File: src/rtl/ps2_host_tx_if.sv
// Command-side handshake and status bundle of the PS/2 host transmitter.
// The slave modport is the transmitter; the master is the command source.
interface ps2_host_tx_if;
    logic [7:0] tx_data;
    logic       tx_valid;
    logic       tx_ready;
    logic       busy;
    logic       done;
    logic       ack_err;
    logic       timeout;

    modport master (
        output tx_data, tx_valid,
        input  tx_ready, busy, done, ack_err, timeout
    );

    modport slave (
        input  tx_data, tx_valid,
        output tx_ready, busy, done, ack_err, timeout
    );
endinterface

File: src/rtl/ps2_host_tx.sv
// Host-to-device PS/2 transmitter: inhibit, request-to-send, frame shift-out
// on device clock falls, ack check, with a watchdog over the device phase.
module ps2_host_tx #(
    parameter int unsigned INHIBIT_CYCLES = 10000,
    parameter int unsigned RTS_CYCLES     = 500,
    parameter int unsigned TIMEOUT_CYCLES = 2000000
) (
    input  logic         clk,
    input  logic         rst,
    ps2_host_tx_if.slave tx,
    input  logic         ps2_clk_in,
    input  logic         ps2_data_in,
    output logic         ps2_clk_oe,
    output logic         ps2_data_oe
);

    localparam int unsigned MAX_A   = (INHIBIT_CYCLES > RTS_CYCLES) ? INHIBIT_CYCLES : RTS_CYCLES;
    localparam int unsigned MAX_CNT = (MAX_A > TIMEOUT_CYCLES) ? MAX_A : TIMEOUT_CYCLES;
    localparam int unsigned CW      = $clog2(MAX_CNT + 1);

    localparam logic [CW-1:0] INH_LAST = CW'(INHIBIT_CYCLES - 1);
    localparam logic [CW-1:0] RTS_LAST = CW'(RTS_CYCLES - 1);
    localparam logic [CW-1:0] TO_LAST  = CW'(TIMEOUT_CYCLES - 1);

    typedef enum logic [2:0] {
        S_IDLE,
        S_INHIBIT,
        S_RTS,
        S_SEND,
        S_ACK,
        S_WAIT_IDLE
    } state_e;

    state_e        state_q, state_d;
    logic [CW-1:0] cnt_q, cnt_d;
    logic [3:0]    bit_cnt_q, bit_cnt_d;
    logic [8:0]    shift_q, shift_d;
    logic          data_oe_q, data_oe_d;
    logic          ack_bit_q, ack_bit_d;
    logic          done_q, done_d;
    logic          ack_err_q, ack_err_d;
    logic          timeout_q, timeout_d;

    logic clk_s1_q, clk_s2_q, clk_h_q;
    logic dat_s1_q, dat_s2_q;
    logic fall_q;
    logic wd_active;

    always_ff @(posedge clk) begin
        if (!rst) begin
            clk_s1_q  <= 1'b1;
            clk_s2_q  <= 1'b1;
            clk_h_q   <= 1'b1;
            dat_s1_q  <= 1'b1;
            dat_s2_q  <= 1'b1;
            fall_q    <= 1'b0;
            state_q   <= S_IDLE;
            cnt_q     <= '0;
            bit_cnt_q <= '0;
            shift_q   <= '0;
            data_oe_q <= 1'b0;
            ack_bit_q <= 1'b0;
            done_q    <= 1'b0;
            ack_err_q <= 1'b0;
            timeout_q <= 1'b0;
        end else begin
            clk_s1_q  <= ps2_clk_in;
            clk_s2_q  <= clk_s1_q;
            clk_h_q   <= clk_s2_q;
            dat_s1_q  <= ps2_data_in;
            dat_s2_q  <= dat_s1_q;
            fall_q    <= clk_h_q & ~clk_s2_q;
            state_q   <= state_d;
            cnt_q     <= cnt_d;
            bit_cnt_q <= bit_cnt_d;
            shift_q   <= shift_d;
            data_oe_q <= data_oe_d;
            ack_bit_q <= ack_bit_d;
            done_q    <= done_d;
            ack_err_q <= ack_err_d;
            timeout_q <= timeout_d;
        end
    end

    assign wd_active = (state_q == S_SEND) || (state_q == S_ACK) || (state_q == S_WAIT_IDLE);

    always_comb begin
        state_d   = state_q;
        cnt_d     = cnt_q;
        bit_cnt_d = bit_cnt_q;
        shift_d   = shift_q;
        data_oe_d = data_oe_q;
        ack_bit_d = ack_bit_q;
        done_d    = 1'b0;
        ack_err_d = 1'b0;
        timeout_d = 1'b0;

        case (state_q)
            S_IDLE: begin
                data_oe_d = 1'b0;
                if (tx.tx_valid) begin
                    shift_d   = {~^tx.tx_data, tx.tx_data};
                    cnt_d     = '0;
                    bit_cnt_d = '0;
                    state_d   = S_INHIBIT;
                end
            end
            S_INHIBIT: begin
                if (cnt_q == INH_LAST) begin
                    cnt_d     = '0;
                    data_oe_d = 1'b1;
                    state_d   = S_RTS;
                end else begin
                    cnt_d = cnt_q + CW'(1);
                end
            end
            S_RTS: begin
                if (cnt_q == RTS_LAST) begin
                    cnt_d     = '0;
                    bit_cnt_d = '0;
                    state_d   = S_SEND;
                end else begin
                    cnt_d = cnt_q + CW'(1);
                end
            end
            S_SEND: begin
                cnt_d = cnt_q + CW'(1);
                // Ones shift in behind the frame, so the tenth fall drives the stop bit (released).
                if (fall_q) begin
                    data_oe_d = ~shift_q[0];
                    shift_d   = {1'b1, shift_q[8:1]};
                    bit_cnt_d = bit_cnt_q + 4'd1;
                    if (bit_cnt_q == 4'd9) begin
                        state_d = S_ACK;
                    end
                end
            end
            S_ACK: begin
                cnt_d = cnt_q + CW'(1);
                if (fall_q) begin
                    ack_bit_d = dat_s2_q;
                    state_d   = S_WAIT_IDLE;
                end
            end
            S_WAIT_IDLE: begin
                cnt_d = cnt_q + CW'(1);
                // Linger one cycle after done so tx_ready rises the cycle after the pulse.
                if (done_q) begin
                    state_d = S_IDLE;
                end else if (clk_s2_q && dat_s2_q) begin
                    done_d    = 1'b1;
                    ack_err_d = ack_bit_q;
                end
            end
            default: state_d = S_IDLE;
        endcase

        if (wd_active && (cnt_q == TO_LAST) && !done_q && !done_d) begin
            timeout_d = 1'b1;
            data_oe_d = 1'b0;
            state_d   = S_IDLE;
        end
    end

    assign tx.tx_ready = (state_q == S_IDLE);
    assign tx.busy     = (state_q != S_IDLE);
    assign tx.done     = done_q;
    assign tx.ack_err  = ack_err_q;
    assign tx.timeout  = timeout_q;
    assign ps2_clk_oe  = (state_q == S_INHIBIT) || (state_q == S_RTS);
    assign ps2_data_oe = data_oe_q;

endmodule

File: src/flat_wrapper.sv
// flat-port wrapper written by rule: the top's interface ports become plain ports
module ps2_host_tx_flat 
#(
    parameter int unsigned INHIBIT_CYCLES = 10000,
    parameter int unsigned RTS_CYCLES     = 500,
    parameter int unsigned TIMEOUT_CYCLES = 2000000
)
  (clk, rst, ps2_clk_in, ps2_data_in, ps2_clk_oe, ps2_data_oe, tx_tx_data, tx_tx_valid, tx_tx_ready, tx_busy, tx_done, tx_ack_err, tx_timeout);
  ps2_host_tx_if tx_i ();
  input  logic clk;
  input  logic rst;
  input  logic ps2_clk_in;
  input  logic ps2_data_in;
  output logic ps2_clk_oe;
  output logic ps2_data_oe;
  input wire logic [$bits(tx_i.tx_data)-1:0] tx_tx_data;
  input wire logic [$bits(tx_i.tx_valid)-1:0] tx_tx_valid;
  output wire logic [$bits(tx_i.tx_ready)-1:0] tx_tx_ready;
  output wire logic [$bits(tx_i.busy)-1:0] tx_busy;
  output wire logic [$bits(tx_i.done)-1:0] tx_done;
  output wire logic [$bits(tx_i.ack_err)-1:0] tx_ack_err;
  output wire logic [$bits(tx_i.timeout)-1:0] tx_timeout;
  assign tx_i.tx_data = tx_tx_data;
  assign tx_i.tx_valid = tx_tx_valid;
  assign tx_tx_ready = tx_i.tx_ready;
  assign tx_busy = tx_i.busy;
  assign tx_done = tx_i.done;
  assign tx_ack_err = tx_i.ack_err;
  assign tx_timeout = tx_i.timeout;
  ps2_host_tx #(.INHIBIT_CYCLES(INHIBIT_CYCLES), .RTS_CYCLES(RTS_CYCLES), .TIMEOUT_CYCLES(TIMEOUT_CYCLES)) u_core (.clk(clk), .rst(rst), .tx(tx_i), .ps2_clk_in(ps2_clk_in), .ps2_data_in(ps2_data_in), .ps2_clk_oe(ps2_clk_oe), .ps2_data_oe(ps2_data_oe));
endmodule
File: config.mk
export PLATFORM = sky130hd
export DESIGN_NAME = ps2_host_tx_flat
export DESIGN_NICKNAME = d
export VERILOG_FILES = /design/src/rtl/ps2_host_tx_if.sv /design/src/rtl/ps2_host_tx.sv /design/src/flat_wrapper.sv
export SDC_FILE = /design/constraint.sdc
export NUM_CORES = 1
export LEC_CHECK = 0
export CORE_MARGIN = 3
export CORE_UTILIZATION = 40
export CTS_CLUSTER_DIAMETER = 50
export DETAILED_ROUTE_END_ITERATION = 6
export GPL_TIMING_DRIVEN = 0
export PLACE_DENSITY = 0.67
export SLEW_MARGIN = 20
export SYNTH_ARGS = -nofsm -noshare
export SYNTH_HDL_FRONTEND = slang
export SYNTH_SLANG_ARGS = --single-unit
File: constraint.sdc
create_clock -name clk -period 5.49 [get_ports clk]
set_clock_uncertainty 0.1 [all_clocks]
set_input_delay 1.098 -clock clk [delete_from_list [all_inputs] [get_ports clk]]
set_output_delay 1.098 -clock clk [all_outputs]
set_load 0.02 [all_outputs]
Yosys cells after proc, flatten, opt, wreduce, memory -nomap -nowiden
Index checks and enable logic that the tools add are counted.
Storage, ports and cells
  flip-flop bits (word level): 48
  bits of input ports: 13
  output and inout port bits: 7
  word-level logic and storage cells: 90
Cells by class
  $add $sub $neg: 2
  equal/unequal tests: 16
  multiplexer cells: 26
  bitwise gates (word level): 6
  reductions and logical operators: 25
Operators by type and width (count)
  $pmux W21 S4: 1
  $mux W21: 3
  $add A21 B1 Y21 const B: 1
  $eq A21 B14 Y1 const B: 1
  $eq A21 B21 Y1 const B: 1
  $eq A21 B9 Y1 const B: 1
  $mux W3: 7
  $mux W9: 2
  $pmux W3 S6: 1
  $pmux W9 S2: 1
  $mux W4: 3
  $pmux W4 S3: 1
  $ne A2 B1 Y1 const B: 5
  $reduce_bool A3 Y1: 3
  $reduce_xnor A8 Y1: 1
  $reduce_and A7 Y1: 1
  $eq A3 B2 Y1 const B: 2
  $eq A3 B3 Y1 const B: 2
  $mux W1: 6
  $reduce_and A3 Y1: 2
  $not A1 Y1: 5
  $add A4 B1 Y4 const B: 1
  $eq A4 B4 Y1 const B: 1
  $logic_and A1 B1 Y1: 4
  14 further kinds: 19

Logic depth before layout (Yosys ltp)
  depth in word-level cells: 7
  gate-level depth with buffers: 8
  gate-level depth less buffers: 7

Worst setup path before layout
OpenSTA, ideal clock, no wires.
  path kind: reg-to-output
  from: reg u_core.state_q[2]
  to: out tx_busy
  data arrival time: 1402 ps
  data required time: 4292 ps
  setup slack: 2890 ps
  cell stages (with the launch flop): 5
  path buffers: 2
  path through: dfxtp_1 > buf_2 > buf_2 > nor3_1 > inv_1
Between the ends
  longest elaborated chain between the ends: 1
RTL lines
  start: declaration: line ps2_host_tx.sv:34  | state_e state_q, state_d;
  start signal: assignment: line ps2_host_tx.sv:73  | state_q <= state_d;
  $reduce_bool A3 Y1: line ps2_host_tx.sv:166  | assign tx.busy = (state_q != S_IDLE);
  end: declaration: line flat_wrapper.sv:19  | output wire logic [$bits(tx_i.busy)-1:0] tx_busy;
Every way passes these cells.

Worst setup path after layout
  from: reg u_core.state_q[1]
  to: out ps2_clk_oe
Between the ends
  longest elaborated chain between the ends: 2
  elaborated cells on any way between the ends: 3
  those cells by class: eq/ne: 2; reduce/logical: 1
RTL lines
  $eq A3 B1 Y1 / $eq A3 B2 Y1 (equally long branches): line ps2_host_tx.sv:170  | assign ps2_clk_oe = (state_q == S_INHIBIT) || (state_q == S_RTS);
  $logic_or A1 B1 Y1 *: line ps2_host_tx.sv:170
  end: declaration: line flat_wrapper.sv:14  | output logic ps2_clk_oe;
Every way passes the cells marked *; elsewhere a longest branch is shown, timed or not.

==> impl_metrics.yaml <==
outcome:
  status: "finished clean"
sta:
  drv_slew: 0
  rsz0062_at_grt: "no"
  finalSetupTns_ns: 0
  clock.fmax_mhz: 302
  finalSetupViolations: 0
  fin_crit_sh_pct: 60.3
  timing.final.crit_period_ns: 3.31
  hold_viol_final: 0
  max_slew_margin_pct: 58.4
  worst_pin_slew_ns: 0.622
global_route:
  track_usage_pct: 15.7
  antenna_found_initial: 0
  grt_max_degree: 16
  grt-ovfl-total: 0
  busiest_layer: "met2"
  use_met3_pct: 5.53
  grt_pass1_vias: 1986
  grt_pass1_wl_um: 9160
  grt_util_met1_pct: 21.1
  met2_usage_pct: 23.8
job:
  max-cap-violations: 0
cells_and_area:
  fin_util_pct: 49.4
  area_delta_synth_final_pct: 15.5
  fin_cells: 392
  layout-drive-gt1-share_pct: 11.9
  fin_nets: 335
  diodes: 0
cts:
  clk_latency_ns: 0.31
  cts_buffer_depth: 2
  clock_sinks: 48
  ctsRootBufferMaster: "clkbuf_8"
  cts-buffers-inserted: 5
  cts_resized: 0
  cts_tree: "yes"
  path_clk_slew_ns: 0.09
  hold_buffers: 0
  post-cts-setup-buffers: 0
  cts_max_level: 2
die:
  num_io_pins: 20
  rows: 27
  fp.dieArea_um2: 7080
  die_w_um: 84.1
  die_y_um: 84.1
  core_region_area_um2: 5710
  start_util_pct: 42.8
drt:
  drc_errors: 0
  wl_per_cell_um: 13.6
  via_count: 2122
  dr.pass1.iters: 4
  drtIter0Drc: 103
  routed_wl_um: 5320
  ant_nets: 0
  viasPerCell: 5.41
yosys:
  synth_top_area_share_pct: 39.4
  ys_seq_area_share_pct: 39.4
  ys_warn_count: 0
  synthFlopType: "dfxtp_1"
  synth_cell_types: 53
  syn_area_um2: 2440
  synth_nets: 309
  synth.area.top_cells: "dfxtp_1 39%, nand2_1 6.3%, xnor2_1 5.4%, nor2_1 4.8%, a21oi_1 3.1%"
  synth_edf_count: 0
  synth_cells: 293
  synth_top_cells_by_count: "48 x dfxtp_1, 41 x nand2_1, 31 x nor2_1"
  syn_area_per_cell_um2: 8.33
  synth_top_area_cell: "dfxtp_1"
  synth_most_common_cell: "dfxtp_1"
  async_flop_share_pct: 0
  synth-seq-cells: 48
critical_path:
  r2r-end: "u_core.cnt_q[1]$_SDFFE_PN0P_"
  worst-path-stages: 5
  startpoint: "u_core.state_q[1]$_SDFFE_PP0P_"
  reg2reg_slack_ns: 3.12
  max_stage_delay_ns: 0.64
  rr_worst_depth: 7
  path_class: "reg2out"
  arrival_ns: 2.11
  crit_path_start_kind: "register"
  reg2reg_from: "u_core.cnt_q[0]$_SDFFE_PN0P_"
  worst-path-buf-inv: 3
  cp_max_fo: 10
  cp-end-kind: "primary output"
  crit_family: "buffers and inverters"
  crit_slowest_cell: "clkdlybuf4s50_1"
  required_ns: 4.29
  crit_chain: "buf_2 > buf_1 > xnor2_1 > nor2_1 > clkdlybuf4s50_1"
  crit_end: "ps2_clk_oe"
power_and_ir_drop:
  p_per_area_nw_per_um2: 324
  vdd_drop_max_mv: 0.153
  power.leakage_nw: 0.994
placement:
  portBuffers: 19
  routabilityCongestion: 0.898
  dpl.hpwl_um: 3780
  dp.cells: 384
min_path:
  hp-class: "reg2reg"
-- metal layers --
| layer | share of wire, % | wire length [µm] | up-vias |
|---|---|---|---|
| li1 | - | - | 1068 |
| met1 | 48 | 2560 | 989 |
| met2 | 45 | 2370 | 57 |
| met3 | 5.4 | 289 | 8 |
| met4 | 1.8 | 95 | 0 |
| met5 | 0 | 0 | - |
-- through the flow --
step / setup WS (ns) / cell area [µm²] / hold slack, ns / power, mW
after floorplan: 2.89 / 2440 / 0.286 / 0.609
after global placement: 2.16 / 2720 / 0.288 / 0.690
after detailed placement: 2.13 / 2720 / 0.297 / 0.694
after CTS: 2.17 / 2820 / 0.311 / 0.922
after global routing: 2.04 / 2820 / 0.337 / 0.969
final: 2.18 / 2820 / 0.301 / 0.914
-- where the power goes --
group          leakage, nW  switching, mW  internal (mW)
clock network       0.0434          0.124          0.102
registers            0.391         0.0231          0.383
logic                0.560          0.165          0.117
-- flip-flops by register name (all words and copies together), names as in the netlist, 3 cells and up --
register          cells
u_core.bit_cnt_q      4
u_core.cnt_q         21
u_core.shift_q        9
u_core.state_q        3
-- worst reg2reg max path, stage by stage, from the launching register on --
cell and delay (ns):
dfxtp_1 0.40, ha_1 0.23, nand3_2 0.14, or2_1 0.29, o31ai_4 0.35, a41oi_2 0.28
buf_2 0.27, a22o_1 0.20
-- area by class of cell --
cell class / count / area [µm²]
fill: 545 / 2890
multi-input combinational: 222 / 1380
sequential: 48 / 961
timing repair buffer: 19 / 190
tap: 72 / 90.1
clock buffer: 6 / 82.6
buffer: 12 / 63.8
inverter: 11 / 41.3
clock inverter: 2 / 15.0
-- kinds of logic after synthesis --
group	count (synthesis)	synth area share, %
buf+inv	23	4.31
compound gates	43	13.0
mux	5	2.05
flops	48	39.4
xor+xnor	20	7.18
simple gates	151	32.6
fa+ha+maj	3	1.54
-- placed cells by master (no fill, tap or decap), types with 3 or more instances in the layout --
| cell type | n |
|---|---|
| dfxtp_1 | 48 |
| nand2_1 | 41 |
| nor2_1 | 31 |
| clkdlybuf4s50_1 | 19 |
| xnor2_1 | 15 |
| nand3_1 | 15 |
| a21oi_1 | 15 |
| nor3_1 | 10 |
| nor2_2 | 10 |
| inv_1 | 9 |
| a311oi_1 | 8 |
| nand4_1 | 7 |
| nand2b_1 | 7 |
| buf_2 | 6 |
| clkbuf_8 | 6 |
| mux2i_1 | 5 |
| xor2_1 | 5 |
| o21ai_0 | 4 |
| nor4_2 | 3 |
| nor3b_1 | 3 |
| nand3b_1 | 3 |
| clkbuf_1 | 3 |
| or3_1 | 3 |
| o21ai_1 | 3 |
| ha_1 | 3 |
-- how the worst min path moves through the flow --
stage                                           from                          to  slack, ns  cells after the start
final                     u_core.dat_s1_q$_SDFF_PN1_  u_core.dat_s2_q$_SDFF_PN1_       0.30                      1
after global routing      u_core.dat_s1_q$_SDFF_PN1_  u_core.dat_s2_q$_SDFF_PN1_       0.34                      1
after CTS                 u_core.dat_s1_q$_SDFF_PN1_  u_core.dat_s2_q$_SDFF_PN1_       0.31                      1
after detailed placement  u_core.dat_s1_q$_SDFF_PN1_  u_core.dat_s2_q$_SDFF_PN1_       0.30                      1
after global placement    u_core.clk_s1_q$_SDFF_PN1_  u_core.clk_s2_q$_SDFF_PN1_       0.29                      1
after floorplan           u_core.clk_s1_q$_SDFF_PN1_  u_core.clk_s2_q$_SDFF_PN1_       0.29                      1
Power figures use the tool's default switching activity.
